$ cat config.mk
export PLATFORM = sky130hd
export DESIGN_NAME = program_loader
export DESIGN_NICKNAME = d
export VERILOG_FILES = /design/src/rtl/program_loader_pkg.sv /design/src/rtl/program_loader_byte_assembler.sv /design/src/rtl/program_loader.sv
export SDC_FILE = /design/constraint.sdc
export NUM_CORES = 1
export LEC_CHECK = 0
export BUFFER_PORTS_ARGS = -buffer_cell sky130_fd_sc_hd__buf_2
export CELL_PAD_IN_SITES_DETAIL_PLACEMENT = 1
export CELL_PAD_IN_SITES_GLOBAL_PLACEMENT = 1
export CORE_MARGIN = 4
export CORE_UTILIZATION = 40
export CTS_CLUSTER_DIAMETER = 40
export CTS_CLUSTER_SIZE = 20
export DETAILED_ROUTE_END_ITERATION = 16
export HOLD_SLACK_MARGIN = 0.02
export PLACE_DENSITY = 0.88
export SYNTH_ARGS = -nofsm -noshare
export SYNTH_HDL_FRONTEND = slang
export SYNTH_SLANG_ARGS = --single-unit
$ cat constraint.sdc
create_clock -name clk -period 2.3 [get_ports clk]
set_input_delay 0.23 -clock clk [delete_from_list [all_inputs] [get_ports clk]]
set_output_delay 0.23 -clock clk [all_outputs]
set_load 0.01 [all_outputs]
$ cat src/rtl/program_loader_pkg.sv
// rtl/program_loader_pkg.sv - shared types and constants for the UART program loader
package program_loader_pkg;

  typedef enum logic [2:0] {
    S_IDLE,
    S_PSIZE,
    S_PWORD,
    S_DSIZE,
    S_DWORD,
    S_DWAIT,
    S_DONE
  } state_e;

  typedef logic [31:0] word_t;

  localparam int unsigned BYTES_PER_WORD = 4;

endpackage

$ cat src/rtl/program_loader_byte_assembler.sv
// rtl/program_loader_byte_assembler.sv - packs little-endian bytes into 32-bit fields
module byte_assembler
  import program_loader_pkg::*;
(
  input  logic       clk_i,
  input  logic       rst_i,
  input  logic [7:0] byte_i,
  input  logic       xfer_i,
  output word_t      word_o,
  output logic       word_done_o
);

  localparam logic [1:0] LAST_IDX = 2'(BYTES_PER_WORD - 1);

  logic [1:0] cnt_q, cnt_d;
  word_t      shift_q, shift_d;

  // Bytes enter at the top and shift down, so the first byte ends up in bits 7:0.
  always_comb begin
    cnt_d   = cnt_q;
    shift_d = shift_q;
    if (xfer_i) begin
      cnt_d   = cnt_q + 2'd1;
      shift_d = {byte_i, shift_q[31:8]};
    end
  end

  assign word_o      = {byte_i, shift_q[31:8]};
  assign word_done_o = xfer_i && (cnt_q == LAST_IDX);

  always_ff @(posedge clk_i) begin
    if (rst_i) begin
      cnt_q   <= 2'd0;
      shift_q <= '0;
    end else begin
      cnt_q   <= cnt_d;
      shift_q <= shift_d;
    end
  end

endmodule

$ cat src/rtl/program_loader.sv
// rtl/program_loader.sv - loads a size-prefixed program/data byte stream into IMEM and DMEM
module program_loader
  import program_loader_pkg::*;
#(
  parameter logic [31:0] DMEM_BASE = 32'h0000_0000,
  parameter int          SIZE_W    = 16
) (
  input  logic              clk,
  input  logic              rst,
  input  logic              start,
  input  logic [7:0]        byte_data,
  input  logic              byte_valid,
  output logic              byte_ready,
  output logic              imem_we,
  output logic [31:0]       imem_addr,
  output logic [31:0]       imem_wdata,
  output logic              dmem_req,
  input  logic              dmem_ack,
  output logic [31:0]       dmem_addr,
  output logic [31:0]       dmem_wdata,
  output logic [SIZE_W-1:0] prog_words,
  output logic              done
);

  state_e              state_q, state_d;
  logic [SIZE_W-1:0]   idx_q, idx_d;
  logic [SIZE_W-1:0]   dcount_q, dcount_d;
  logic [SIZE_W-1:0]   prog_words_q, prog_words_d;
  logic                imem_we_q, imem_we_d;
  word_t               imem_addr_q, imem_addr_d;
  word_t               imem_wdata_q, imem_wdata_d;
  logic                dmem_req_q, dmem_req_d;
  word_t               dmem_addr_q, dmem_addr_d;
  word_t               dmem_wdata_q, dmem_wdata_d;
  logic                done_q, done_d;

  logic                xfer;
  logic                word_done;
  word_t               asm_word;
  logic [SIZE_W-1:0]   field;
  logic [SIZE_W-1:0]   idx_inc;

  assign xfer    = byte_valid && byte_ready;
  assign field   = asm_word[SIZE_W-1:0];
  assign idx_inc = idx_q + SIZE_W'(1);

  byte_assembler u_asm (
    .clk_i       (clk),
    .rst_i       (rst),
    .byte_i      (byte_data),
    .xfer_i      (xfer),
    .word_o      (asm_word),
    .word_done_o (word_done)
  );

  always_comb begin
    state_d      = state_q;
    idx_d        = idx_q;
    dcount_d     = dcount_q;
    prog_words_d = prog_words_q;
    imem_we_d    = 1'b0;
    imem_addr_d  = imem_addr_q;
    imem_wdata_d = imem_wdata_q;
    dmem_req_d   = dmem_req_q;
    dmem_addr_d  = dmem_addr_q;
    dmem_wdata_d = dmem_wdata_q;
    done_d       = done_q;
    byte_ready   = 1'b0;

    case (state_q)
      S_IDLE, S_DONE: begin
        if (start) begin
          state_d = S_PSIZE;
          done_d  = 1'b0;
        end
      end
      S_PSIZE: begin
        byte_ready = 1'b1;
        if (word_done) begin
          prog_words_d = field;
          idx_d        = '0;
          state_d      = (field != '0) ? S_PWORD : S_DSIZE;
        end
      end
      S_PWORD: begin
        byte_ready = 1'b1;
        if (word_done) begin
          imem_we_d    = 1'b1;
          imem_addr_d  = 32'(idx_q);
          imem_wdata_d = asm_word;
          idx_d        = idx_inc;
          if (idx_inc == prog_words_q) state_d = S_DSIZE;
        end
      end
      S_DSIZE: begin
        byte_ready = 1'b1;
        if (word_done) begin
          dcount_d = field;
          idx_d    = '0;
          if (field != '0) begin
            state_d = S_DWORD;
          end else begin
            state_d = S_DONE;
            done_d  = 1'b1;
          end
        end
      end
      S_DWORD: begin
        byte_ready = 1'b1;
        if (word_done) begin
          dmem_req_d   = 1'b1;
          dmem_addr_d  = DMEM_BASE + (32'(idx_q) << 2);
          dmem_wdata_d = asm_word;
          state_d      = S_DWAIT;
        end
      end
      S_DWAIT: begin
        // Byte intake is stalled here so the request fields cannot change under the memory.
        if (dmem_ack) begin
          dmem_req_d = 1'b0;
          idx_d      = idx_inc;
          if (idx_inc == dcount_q) begin
            state_d = S_DONE;
            done_d  = 1'b1;
          end else begin
            state_d = S_DWORD;
          end
        end
      end
      default: state_d = S_IDLE;
    endcase
  end

  always_ff @(posedge clk) begin
    if (rst) begin
      state_q      <= S_IDLE;
      idx_q        <= '0;
      dcount_q     <= '0;
      prog_words_q <= '0;
      imem_we_q    <= 1'b0;
      imem_addr_q  <= '0;
      imem_wdata_q <= '0;
      dmem_req_q   <= 1'b0;
      dmem_addr_q  <= '0;
      dmem_wdata_q <= '0;
      done_q       <= 1'b0;
    end else begin
      state_q      <= state_d;
      idx_q        <= idx_d;
      dcount_q     <= dcount_d;
      prog_words_q <= prog_words_d;
      imem_we_q    <= imem_we_d;
      imem_addr_q  <= imem_addr_d;
      imem_wdata_q <= imem_wdata_d;
      dmem_req_q   <= dmem_req_d;
      dmem_addr_q  <= dmem_addr_d;
      dmem_wdata_q <= dmem_wdata_d;
      done_q       <= done_d;
    end
  end

  assign imem_we    = imem_we_q;
  assign imem_addr  = imem_addr_q;
  assign imem_wdata = imem_wdata_q;
  assign dmem_req   = dmem_req_q;
  assign dmem_addr  = dmem_addr_q;
  assign dmem_wdata = dmem_wdata_q;
  assign prog_words = prog_words_q;
  assign done       = done_q;

endmodule

==> summary.txt, run 1 <==
Run status
  – Status: finished, final reports clean

Logic synthesis
  – Mapped Area: ~7700 um^2
  – Post-synthesis mux area share: around 2.4%
  – Gate Count Post-Synth: approximately 970
  – Most used DFF post-synth: dfxtp_1
  – Post-Synth XOR/XNOR Area: ~6.0%
  – Post-synth EDFFs: 0
  – Largest family of logic cells by synthesized area: simple AND/OR/NAND/NOR gates
  – Yosys top cell area share: a little under half
  – Adder-cell share of the synthesized area: less than 1%
  – Largest area contributor in the synthesized netlist: dfxtp_1
  – Main area contributors after synthesis: dfxtp_1 46%, nand2_1 14%, a21oi_1 11%
  – Seq cells post-synth: approximately 180
  – Fraction of the mapped netlist area in simple logic gates: roughly a quarter
  – Syn_area_per_cell: 7.930 um^2
  – Yosys warns: 0
  – Most frequent cell after synthesis: nand2_1
  – Library cells used by synthesis: 56
  – Post-synth top cells: 289 x nand2_1, 176 x dfxtp_1, 165 x a21oi_1
  – Async SR Flop Fraction: 0%
  – Synth Area in Compound Gates: between 10% and 20%
  – Seq/Total Area, Yosys: between 40% and 50%

STA
  – Setup_tns: 0 ns
  – Final Hold Vio Count: 0
  – Period utilization: a little over nine tenths
  – Final setup viols: 0
  – Final min period: 2.224 ns
  – Final Slew Violations: 0
  – Slew @ Worst Pin: about 0.54 ns
  – F_max: between 400 and 500 MHz
  – Slew HR: between 60% and 70%
  – Hold_ws: between 0.04 and 0.05 ns
  – Clock skew: slightly above 0.007 ns

Critical path
  – CP max-delay cell: a311o_1
  – Cell depth of the worst flop-to-flop path: 8
  – Critical Path Sink Type: flop
  – Reg-to-reg endpoint: done$_SDFFE_PP0P_
  – CP Class: reg2reg
  – Largest stage delay on the critical path: between 0.3 and 0.4 ns
  – CP Launch Type: flop
  – R2R setup slack: between 0.07 and 0.08 ns
  – Crit path required time: between 2 and 3 ns
  – Crit path max fanout: 3
  – Critical Path AT: approximately 2.5 ns
  – Critical path, cell by cell: ha_1 > xnor2_1 > nand4_1 > a311o_1 > nor4_2 > buf_4 > nand3_1 > mux2i_1
  – Reg2reg start: idx_q[0]$_SDFFE_PP0P_
  – Beginning of the critical path: idx_q[0]$_SDFFE_PP0P_

Route
  – Final wirelength: 25760 um
  – Avg WL per Cell: 19.05 um
  – 1st-pass router iterations: 5
  – DRT iter0 DRCs: ~430
  – Vias per std cell: ~5.3
  – DR DRC count: 0
  – DRT antenna net count: 0
  – Vias: ~7.2k

Power and ir drop
  – Clock share of power: a little over two fifths
  – P_int: a little over 5 mW
  – Post-layout power: 6.985 mW
  – IR drop worst, VDD: around 0.00057 V
  – PwrDens: roughly 740 nW/um^2
  – Switch share: between 20% and 30%
  – Comb pwr share: a little over a tenth
  – Flop pwr share: a little under half
  – Leak: ~3.7 nW
  – Sw power: roughly 1.9 mW

Floorplanning
  – Core Region: between 15000 and 20000 um^2
  – Die H: 146.5 um
  – Die footprint: between 20000 and 25000 um^2
  – Boundary pin count: between 150 and 200
  – Die outline width: about 150 um
  – Initial core utilization: 40.90%
  – Row count: 50

Finish
  – Final nets: 1120
  – Layout cells sized above 1: between 20% and 30%
  – Filler Cells Inserted: approximately 2.3k
  – Area grow syn2layout: 22.28%
  – Antenna cell count: 0
  – Fin util: between 50% and 60%

Worst hold path
  – Hold_sp: byte_data[7]
  – Hold crit path type: in2reg
  – Hold Path Depth: 3
  – Worst Hold Path EP: dmem_wdata[31]$_SDFFE_PP0P_

Global route
  – Pin count of the biggest net entering global routing: 60
  – First-pass GRT wire length: approximately 41000 um
  – Initial antenna violation count: 0
  – Vias in the first global route: about 7.7k
  – GRT overflow: 0
  – Gr usage total: between 20% and 30%

Placement
  – RD Place Congestion: 0.9021
  – Hpwl dp: 18050 um
  – IO Port Bufs: 128

Clock tree
  – Clock root buffer master: clkbuf_16
  – # hold bufs at CTS: 0
  – H-Tree Depth: 4
  – CTS sink cnt: 176
  – Total CTS buffers: 17
  – Clock buffer depth: 2
  – CTS tree: yes
  – Reg clk slew, reported paths: ~0.07 ns
  – Worst-Skew Late Latency: approximately 0.44 ns

Flow run
  – Max-cap violations: 0
-- sequential cells by signal, summed over array words and instances (netlist names) --
signal,count
prog_words,16
state_q,3
imem_wdata,32
u_asm.shift_q,24
imem_addr,16
idx_q,16
dcount_q,16
dmem_addr,16
done,1
u_asm.cnt_q,2
imem_we,1
dmem_wdata,32
dmem_req,1
-- kinds of logic (layout without fill, tap and decap cells) --
family / count (synthesis) / in the layout
compound gates: 206 / 206
buf+inv: 110 / 229
mux: 18 / 18
other cells: 1 / 32
flops: 176 / 176
xor+xnor: 42 / 42
fa+ha+maj: 2 / 2
simple gates: 413 / 413
-- worst max-delay path by stage --
stage                                   end
after detailed placement  done$_SDFFE_PP0P_
final                     done$_SDFFE_PP0P_
after floorplan           done$_SDFFE_PP0P_
after CTS                 done$_SDFFE_PP0P_
after global routing      done$_SDFFE_PP0P_
after global placement    done$_SDFFE_PP0P_
-- routing by layer --
metal	global-route usage, %	wire (um)	up-vias
met5	0	0	-
met4	6.209	453	0
met3	6.083	1530	35
met2	42.37	13110	191
met1	28.53	10670	3577
li1	-	-	3430
-- final cells by class --
cell class	count	area, um^2	area share, %
Timing Repair Buffer	193	1194	12.72
Tap cell	234	292.8	3.119
Clock buffer	20	466.7	4.972
Inverter	4	15.01	0.1600
Sequential cell	176	3526	37.56
Multi-Input combinational cell	713	3744	39.88
Clock inverter	12	148.9	1.586
-- repair_timing --
action,4_1_cts,5_1_grt
buffers inserted,0,0
setup endpoints to repair,0,2
resized for setup,0,5
-- metrics by stage --
step / setup WS [ns] / cell area (um^2) / std cells
detailed placement: 0.06279 / 8750 / 1320
global route: -0.009252 / 9387 / 1352
global placement: 0.1907 / 8750 / 1320
CTS: 0.03861 / 9365 / 1352
finish: 0.07650 / 9387 / 1352
floorplan: 0.2301 / 7792 / 999
-- critical path: cells and delay by family (launching register included) --
| family | cells | cell delay (ns) |
|---|---|---|
| AO/OA/AOI/OAI | 1 | 0.39 |
| XOR/XNOR | 1 | 0.18 |
| adder cells (fa/ha/maj) | 1 | 0.35 |
| buffers and inverters | 1 | 0.16 |
| flip-flops | 1 | 0.35 |
| multiplexers | 1 | 0.15 |
| AND/OR/NAND/NOR | 3 | 0.51 |
-- power groups by stage --
| stage | logic, mW | clock network, mW | registers [mW] |
|---|---|---|---|
| 2_1_floorplan | 0.510 | 0 | 3.22 |
| 3_3_place_gp | 0.709 | 0 | 3.27 |
| 3_5_place_dp | 0.724 | 0 | 3.27 |
| 4_1_cts | 0.730 | 3.09 | 3.20 |
| 5_1_grt | 0.815 | 3.22 | 3.21 |
| 6_report | 0.739 | 3.04 | 3.20 |
-- layout by cell type, fill, tap and decap left out, types with 19 or more instances in the layout --
cell / instances
nor2_1: 43
a21oi_1: 165
dfxtp_1: 174
xnor2_1: 24
buf_2: 127
o21ai_0: 19
nand2_1: 287
buf_4: 61
conb_1: 32
(Power assumes the default switching activity.)
==> run 2: changes to the inputs <==
--- a/config.mk
+++ b/config.mk
@@ -9,12 +9,12 @@
 export CELL_PAD_IN_SITES_DETAIL_PLACEMENT = 1
 export CELL_PAD_IN_SITES_GLOBAL_PLACEMENT = 1
 export CORE_MARGIN = 4
-export CORE_UTILIZATION = 40
+export CORE_UTILIZATION = 36
 export CTS_CLUSTER_DIAMETER = 40
 export CTS_CLUSTER_SIZE = 20
 export DETAILED_ROUTE_END_ITERATION = 16
 export HOLD_SLACK_MARGIN = 0.02
-export PLACE_DENSITY = 0.88
+export PLACE_DENSITY = 0.84
 export SYNTH_ARGS = -nofsm -noshare
 export SYNTH_HDL_FRONTEND = slang
 export SYNTH_SLANG_ARGS = --single-unit
==> constraint.sdc (replaced) <==
create_clock -name clk -period 2 [get_ports clk]
set_input_delay 0.2 -clock clk [delete_from_list [all_inputs] [get_ports clk]]
set_output_delay 0.2 -clock clk [all_outputs]
set_load 0.01 [all_outputs]
==> run 2 against run 1 <==
Compared with the run above:
- register-to-register slack got worse by 0.06 ns
- clock skew rose by 0.0045 ns
- worst hold slack got worse by 0.014 ns
- first-iteration DRC count rose by 5.6%
- global-route usage fell by 2.1 points
- die area rose by 10%
- critical endpoint unchanged
- largest power group unchanged
- highest routed layer unchanged
==> summary.txt, run 2 (synthesis results as in run 1) <==
Clock tree
  – H-Tree Depth: 4 (unchanged)
  – CTS sink cnt: 176 (unchanged)
  – Total CTS buffers: 17 (unchanged)
  – Clock buffer depth: 2 (unchanged)
  – Clock root buffer master: clkbuf_16 (unchanged)
  – CTS tree: yes (unchanged)
  – Worst-Skew Late Latency: 0.44 ns (about the same)
  – Reg clk slew, reported paths: 0.07 ns (about the same)

Critical path
  – Crit path required time: 2.32 ns (was 2.62 ns)
  – Crit path max fanout: 4 (was 3)
  – Critical path, cell by cell: ha_4 > xnor2_2 > nand4_1 > a311o_1 > nor4_1 > buf_4 > nand3_4 > mux2i_1 (was ha_1 > xnor2_1 > nand4_1 > a311o_1 > nor4_2 > buf_4 > nand3_1 > mux2i_1)
  – Worst path top cell family by delay: simple AND/OR/NAND/NOR gates (unchanged)
  – Critical Path AT: 2.30 ns (was 2.54 ns)
  – CP max-delay cell: dfxtp_4 (was a311o_1)
  – Critical Path Sink Type: flop (unchanged)
  – Reg2reg start: idx_q[1]$_SDFFE_PP0P_ (was idx_q[0]$_SDFFE_PP0P_)
  – Beginning of the critical path: idx_q[1]$_SDFFE_PP0P_ (was idx_q[0]$_SDFFE_PP0P_)
  – CP Class: reg2reg (unchanged)
  – Largest stage delay on the critical path: 0.37 ns (was 0.39 ns)
  – Worst path bufs/invs: 1 (unchanged)
  – CP Launch Type: flop (unchanged)

Global route
  – GRT overflow: 0 (unchanged)
  – Gr usage total: 21.70% (was 23.78%)
  – First-pass GRT wire length: 41220 um (was 40870 um)
  – Initial antenna violation count: 0 (unchanged)
  – Vias in the first global route: 7459 (was 7655)
  – Pin count of the biggest net entering global routing: 64 (was 60)

STA
  – F_max: 504.8 MHz (was 449.7 MHz)
  – Final Slew Violations: 0 (unchanged)
  – Period utilization: 99.05% (was 96.67%)
  – Final Hold Vio Count: 0 (unchanged)
  – Final setup viols: 0 (unchanged)
  – Clock skew: 0.01155 ns (was 0.007102 ns)
  – Final min period: 1.981 ns (was 2.224 ns)
  – Setup_tns: 0 ns (unchanged)
  – RSZ-0062 raised after global routing: true

Worst hold path
  – Hold crit path type: in2reg (unchanged)
  – Hold_sp: byte_data[1] (was byte_data[7])

Floorplanning
  – Row count: 53 (was 50)
  – Initial core utilization: 36.52% (was 40.90%)
  – Boundary pin count: 161 (unchanged)
  – Die outline width: 154.0 um (was 146.5 um)
  – Die H: 154.0 um (was 146.5 um)
  – Die footprint: 23720 um^2 (was 21470 um^2)
  – Core Region: 21020 um^2 (was 18770 um^2)

Placement
  – Placed Instances: 1388 (was 1320)
  – Hpwl dp: 18410 um (was 18050 um)
  – RD Place Congestion: 0.8999 (was 0.9021)
  – DP Area: 9080 um^2 (was 8750 um^2)
  – IO Port Bufs: 128 (unchanged)

Finish
  – Final nets: 1150 (was 1120)
  – Most frequent cells in the layout: 287 x nand2_1, 168 x dfxtp_1, 165 x a21oi_1 (was 287 x nand2_1, 174 x dfxtp_1, 165 x a21oi_1)
  – Filler Cells Inserted: 2567 (was 2343)
  – Antenna cell count: 0 (unchanged)
  – Layout cells sized above 1: 24.85% (was 22.09%)
  – Post-Layout Cell Count: 1422 (was 1352)
  – Final Cell Area: 9841 um^2 (was 9387 um^2)
  – Most common cell after layout, fill and taps aside: nand2_1 (unchanged)
  – Fin util: 46.81% (was 50.01%)
  – Area grow syn2layout: 28.20% (was 22.28%)

Run status
  – Status: finished, final reports clean (unchanged)

Power and ir drop
  – PwrDens: 809.8 nW/um^2 (was 744.2 nW/um^2)
  – Post-layout power: 7.969 mW (was 6.985 mW)
  – IR drop worst, VDD: 0.0005699 V (was 0.0005721 V)
  – Leak: 3.946 nW (was 3.739 nW)

Route
  – DRT antenna net count: 0 (unchanged)
  – Avg WL per Cell: 18.48 um (was 19.05 um)
  – DRT iter0 DRCs: 450 (was 426)
  – Final wirelength: 26280 um (was 25760 um)
  – Vias per std cell: 5.134 (was 5.350)
  – Vias: 7301 (was 7233)
  – DR DRC count: 0 (unchanged)
  – 1st-pass router iterations: 5 (unchanged)

Flow run
  – Max-cap violations: 0 (unchanged)
-- run 2: metal layers --
layer | vias to the layer above | GRT usage (%) | part of all wire, % | wire length [um]
met2 | 208 | 37.67 | 50 | 13190
met1 | 3567 | 27.37 | 42 | 11120
met5 | - | 0 | 0 | 0
met3 | 34 | 4.475 | 5.9 | 1552
li1 | 3492 | - | - | -
met4 | 0 | 5.929 | 1.6 | 421
-- run 2: power by group --
group          switching [mW]  internal (mW)  total (mW)
clock                    1.50           1.90        3.40
sequential             0.0814           3.57        3.65
combinational           0.584          0.333       0.917
-- run 2: metrics by stage --
step / hold WS (ns) / setup WS, ns
2_1_floorplan: 0.3360 / 0.001327
3_3_place_gp: 0.4393 / -0.08221
3_5_place_dp: 0.4434 / -0.1264
4_1_cts: 0.02114 / 0.00009259
5_1_grt: 0.03335 / -0.04721
6_report: 0.03015 / 0.01890
-- run 2: worst reg2reg max path: cells and delay by family, from the launching register on --
| kind | cells | cell delay, ns |
|---|---|---|
| and+or+nand+nor | 3 | 0.46 |
| DFF | 1 | 0.37 |
| AOI/OAI and AO/OA | 1 | 0.30 |
| adders and majority gates | 1 | 0.25 |
| xor gates and xnor gates | 1 | 0.18 |
| buffers and inverters | 1 | 0.18 |
| muxes | 1 | 0.13 |
-- run 2: final timing paths --
path | endpoint | slack [ns] | cells after the start
max | done$_SDFFE_PP0P_ | 0.02 | 8
min | dmem_wdata[25]$_SDFFE_PP0P_ | 0.03 | 3
max reg2reg | done$_SDFFE_PP0P_ | 0.02 | 8
min reg2reg | imem_wdata[9]$_SDFFE_PP0P_ | 0.45 | 2
-- run 2: what timing repair did --
action                     CTS  global route
setup buffers                0             0
hold endpoints to repair     4             0
resized for setup           15            18
hold buffers                 3             0
setup endpoints to repair    3            11
cloned                       0             0
pin swaps                    1             8
-- run 2: cell type report --
cell class	instances	area (um^2)	share of cell area, %
repair buffers	223	1504	15.28
clock buffers	19	442.9	4.501
inverters	4	15.01	0.1526
clock inverters	12	147.6	1.500
multi-input cells	713	3844	39.06
well taps	275	344.1	3.497
flip-flops and latches	176	3543	36.01
==> run 3: changes to the inputs <==
--- a/config.mk
+++ b/config.mk
@@ -5,16 +5,17 @@
 export SDC_FILE = /design/constraint.sdc
 export NUM_CORES = 1
 export LEC_CHECK = 0
+export ABC_AREA = 1
 export BUFFER_PORTS_ARGS = -buffer_cell sky130_fd_sc_hd__buf_2
 export CELL_PAD_IN_SITES_DETAIL_PLACEMENT = 1
 export CELL_PAD_IN_SITES_GLOBAL_PLACEMENT = 1
 export CORE_MARGIN = 4
-export CORE_UTILIZATION = 36
+export CORE_UTILIZATION = 35
 export CTS_CLUSTER_DIAMETER = 40
 export CTS_CLUSTER_SIZE = 20
 export DETAILED_ROUTE_END_ITERATION = 16
 export HOLD_SLACK_MARGIN = 0.02
-export PLACE_DENSITY = 0.84
+export PLACE_DENSITY = 0.83
 export SYNTH_ARGS = -nofsm -noshare
 export SYNTH_HDL_FRONTEND = slang
 export SYNTH_SLANG_ARGS = --single-unit
==> run 3 against run 2 <==
Compared with the run above:
- the flow now finishes with violations (negative setup slack)
- core utilization is 1.6 points lower
- cell area hardly changed
- power is 18% higher
- sequential power is 12% higher
- clock skew is 0.00083 ns lower
- via count is 5.6% higher
- clock power is 3% lower
- critical path type unchanged
==> summary.txt, run 3 <==
Run status
  – Status: finished with violations (was finished, final reports clean)
  – Failing checks: negative setup slack

Critical path
  – Critical Path Sink Type: flop (unchanged)
  – Largest stage delay on the critical path: 0.36 ns (was 0.37 ns)
  – CP Launch Type: flop (unchanged)
  – Critical path, cell by cell: ha_4 > nand2_4 > nor2_4 > buf_6 > nand2_4 > nand2_4 > buf_4 > xor2_1 > nor2_1 > nand2_1 > nor2_4 > nand3_2 > nand2_4 > nand3_1 > a21oi_1 (was ha_4 > xnor2_2 > nand4_1 > a311o_1 > nor4_1 > buf_4 > nand3_4 > mux2i_1)
  – Critical path's most frequent cell: nand2_4
  – CP Class: reg2reg (unchanged)
  – Crit path max fanout: 5 (was 4)
  – CP max-delay cell: dfxtp_4 (unchanged)
  – Crit path required time: 2.36 ns (was 2.32 ns)
  – Critical Path AT: 2.41 ns (was 2.30 ns)

Placement
  – DP Area: 8807 um^2 (was 9080 um^2)
  – Worst slack, placed: -0.1621 ns (was -0.1264 ns)
  – RD Place Congestion: 0.8765 (was 0.8999)
  – Hpwl dp: 18070 um (was 18410 um)
  – IO Port Bufs: 128 (unchanged)
  – Placed Instances: 1479 (was 1388)

Logic synthesis
  – Post-synthesis mux area share: 0% (was 2.363%)
  – Seq/Total Area, Yosys: 45.56% (was 45.90%)
  – Fraction of the mapped netlist area in simple logic gates: 26.00% (was 23.49%)
  – Post-synth EDFFs: 0 (unchanged)
  – Library cells used by synthesis: 31 (was 56)
  – Most used DFF post-synth: dfxtp_1 (unchanged)
  – Syn_area_per_cell: 7.248 um^2 (was 7.930 um^2)
  – Yosys top cell area share: 45.56% (was 45.90%)
  – Seq cells post-synth: 176 (unchanged)
  – Gate Count Post-Synth: 1067 (was 968)
  – Post-synth top cells: 203 x nor2_1, 176 x dfxtp_1, 160 x a21oi_1 (was 289 x nand2_1, 176 x dfxtp_1, 165 x a21oi_1)
  – Largest area contributor in the synthesized netlist: dfxtp_1 (unchanged)
  – Async SR Flop Fraction: 0% (unchanged)
  – Largest family of logic cells by synthesized area: simple AND/OR/NAND/NOR gates (unchanged)
  – Post-Synth XOR/XNOR Area: 0.8575% (was 6.047%)
  – Synth Area in Compound Gates: 16.15% (was 14.44%)
  – Most frequent cell after synthesis: nor2_1 (was nand2_1)
  – Yosys warns: 0 (unchanged)
  – Main area contributors after synthesis: dfxtp_1 46%, a21oi_1 10%, nor2_1 9.9% (was dfxtp_1 46%, nand2_1 14%, a21oi_1 11%)
  – Adder-cell share of the synthesized area: 0.3236% (was 0.3260%)
  – Mapped Area: 7734 um^2 (was 7676 um^2)

Floorplanning
  – Boundary pin count: 161 (unchanged)
  – Initial core utilization: 35.55% (was 36.52%)
  – Core Region: 21760 um^2 (was 21020 um^2)
  – Die outline width: 156.6 um (was 154.0 um)
  – Row count: 54 (was 53)
  – Die footprint: 24540 um^2 (was 23720 um^2)
  – Die H: 156.6 um (was 154.0 um)

Global route
  – Initial antenna violation count: 0 (unchanged)
  – Vias in the first global route: 7568 (was 7459)
  – Gr usage total: 20.59% (was 21.70%)
  – First-pass GRT wire length: 40290 um (was 41220 um)
  – GRT overflow: 0 (unchanged)
  – Pin count of the biggest net entering global routing: 118 (was 64)

Clock tree
  – Clock buffer depth: 2 (unchanged)
  – Reg clk slew, reported paths: 0.08 ns (was 0.07 ns)
  – H-Tree Depth: 4 (unchanged)
  – Clock root buffer master: clkbuf_16 (unchanged)
  – CTS tree: yes (unchanged)
  – Total CTS buffers: 17 (unchanged)
  – # hold bufs at CTS: 0 (was 3)
  – CTS sink cnt: 176 (unchanged)
  – Worst-Skew Late Latency: 0.44 ns (about the same)

Finish
  – Final nets: 1244 (was 1150)
  – Most frequent cells in the layout: 186 x nor2_1, 167 x dfxtp_1, 160 x a21oi_1 (was 287 x nand2_1, 168 x dfxtp_1, 165 x a21oi_1)
  – Most common cell after layout, fill and taps aside: nor2_1 (was nand2_1)
  – Final Cell Area: 9842 um^2 (was 9841 um^2)
  – Antenna cell count: 0 (unchanged)
  – Post-Layout Cell Count: 1522 (was 1422)
  – Layout cells sized above 1: 26.33% (was 24.85%)
  – Area grow syn2layout: 27.26% (was 28.20%)

Power and ir drop
  – Leak: 4.212 nW (was 3.946 nW)
  – Post-layout power: 9.369 mW (was 7.969 mW)
  – IR drop worst, VDD: 0.0004988 V (was 0.0005699 V)
  – PwrDens: 951.9 nW/um^2 (was 809.8 nW/um^2)

STA
  – Period utilization: 102.2% (was 99.05%)
  – Slew HR: between 60 and 70%
  – Final Hold Vio Count: 0 (unchanged)
  – Final min period: 2.044 ns (was 1.981 ns)
  – Slew @ Worst Pin: ~0.53 ns
  – Final worst slack: -0.04372 ns (was 0.01890 ns)
  – RSZ-0062 raised after global routing: true (unchanged)
  – Final setup viols: 4 (was 0)
  – Hold_ws: 0.05879 ns (was 0.03015 ns)
  – F_max: 489.3 MHz (was 504.8 MHz)
  – Final Slew Violations: 0 (unchanged)
  – Clock skew: 0.01072 ns (was 0.01155 ns)

Route
  – Vias: 7713 (was 7301)
  – DRT iter0 DRCs: 498 (was 450)
  – DR DRC count: 0 (unchanged)
  – DRT antenna net count: 0 (unchanged)
  – Avg WL per Cell: 17.40 um (was 18.48 um)
  – 1st-pass router iterations: 4 (was 5)
  – Vias per std cell: 5.068 (was 5.134)
  – Final wirelength: 26480 um (was 26280 um)

Worst hold path
  – Hold crit path type: in2reg (unchanged)

Flow run
  – Max-cap violations: 0 (unchanged)
## run 3: cell count changes after synthesis, moves of 11 or more
cell and change:
o21ai_0 +42, clkbuf_1 -23, mux2i_1 -17, nor2_1 +159, nand3_1 +78, inv_1 +72, nand2_1 -135, or3_1 -11
xnor2_1 -25
## run 3: cells by family after synthesis
logic type,after synthesis
and+or+nand+nor,477
other,1
xor gates and xnor gates,6
buffers and inverters,168
AOI/OAI and AO/OA,237
DFF,176
adders and majority gates,2
## run 3: where the power goes
| group | internal, mW | switching (mW) | total (mW) |
|---|---|---|---|
| Clock | 1.69 | 1.62 | 3.31 |
| Combinational | 0.650 | 1.34 | 1.99 |
| Sequential | 3.77 | 0.299 | 4.07 |
## run 3: final cells by class
type                            count  area, um^2
Fill cell                        2725       11910
Multi-Input combinational cell    754        3787
Timing Repair Buffer              199        1269
Sequential cell                   176        3545
Inverter                           81       309.0
Tap cell                          280       350.3
Clock buffer                       19       442.9
Clock inverter                     13       138.9
## run 3: critical path: cells and delay by family, from the launching register on
family / cells / cell delay [ns]
xor+xnor: 1 / 0.14
fa+ha+maj: 1 / 0.18
flops: 1 / 0.36
simple gates: 10 / 0.87
buf+inv: 2 / 0.27
compound gates: 1 / 0.14
## run 3: path summary, 6_finish.rpt
path | from | endpoint | slack, ns | depth (start not counted)
setup / recovery | idx_q[1]$_SDFFE_PP0P_ | state_q[0]$_SDFFE_PP0P_ | -0.04 | 15
hold / removal | byte_data[4] | dmem_wdata[28]$_SDFFE_PP0P_ | 0.06 | 3
setup reg to reg | idx_q[1]$_SDFFE_PP0P_ | state_q[0]$_SDFFE_PP0P_ | -0.04 | 15
hold reg to reg | imem_wdata[29]$_SDFFE_PP0P_ | imem_wdata[29]$_SDFFE_PP0P_ | 0.46 | 2
## run 3: through the flow
stage | util [%] | TNS [ns]
after floorplan | - | 0
after global placement | 40.48 | -0.4664
after detailed placement | 40.48 | -0.9624
after CTS | 43.65 | -0.04123
after global routing | 45.24 | -0.8804
final | 45.24 | -0.1321
## run 3: what timing repair did
action,CTS,global route
pin swaps,11,35
gates cloned,1,0
buffers inserted,2,8
setup endpoints to repair,16,133
gates resized for setup,27,88
endpoints found under the hold margin,0,0
## run 3: layer usage
metal  GRT usage (%)  vias up  wire [um]
met4           4.959        0        436
met5               0        -          0
met3           5.476       29       1571
li1                -     3739          -
met2           35.40      185      13460
met1           25.75     3760      11020
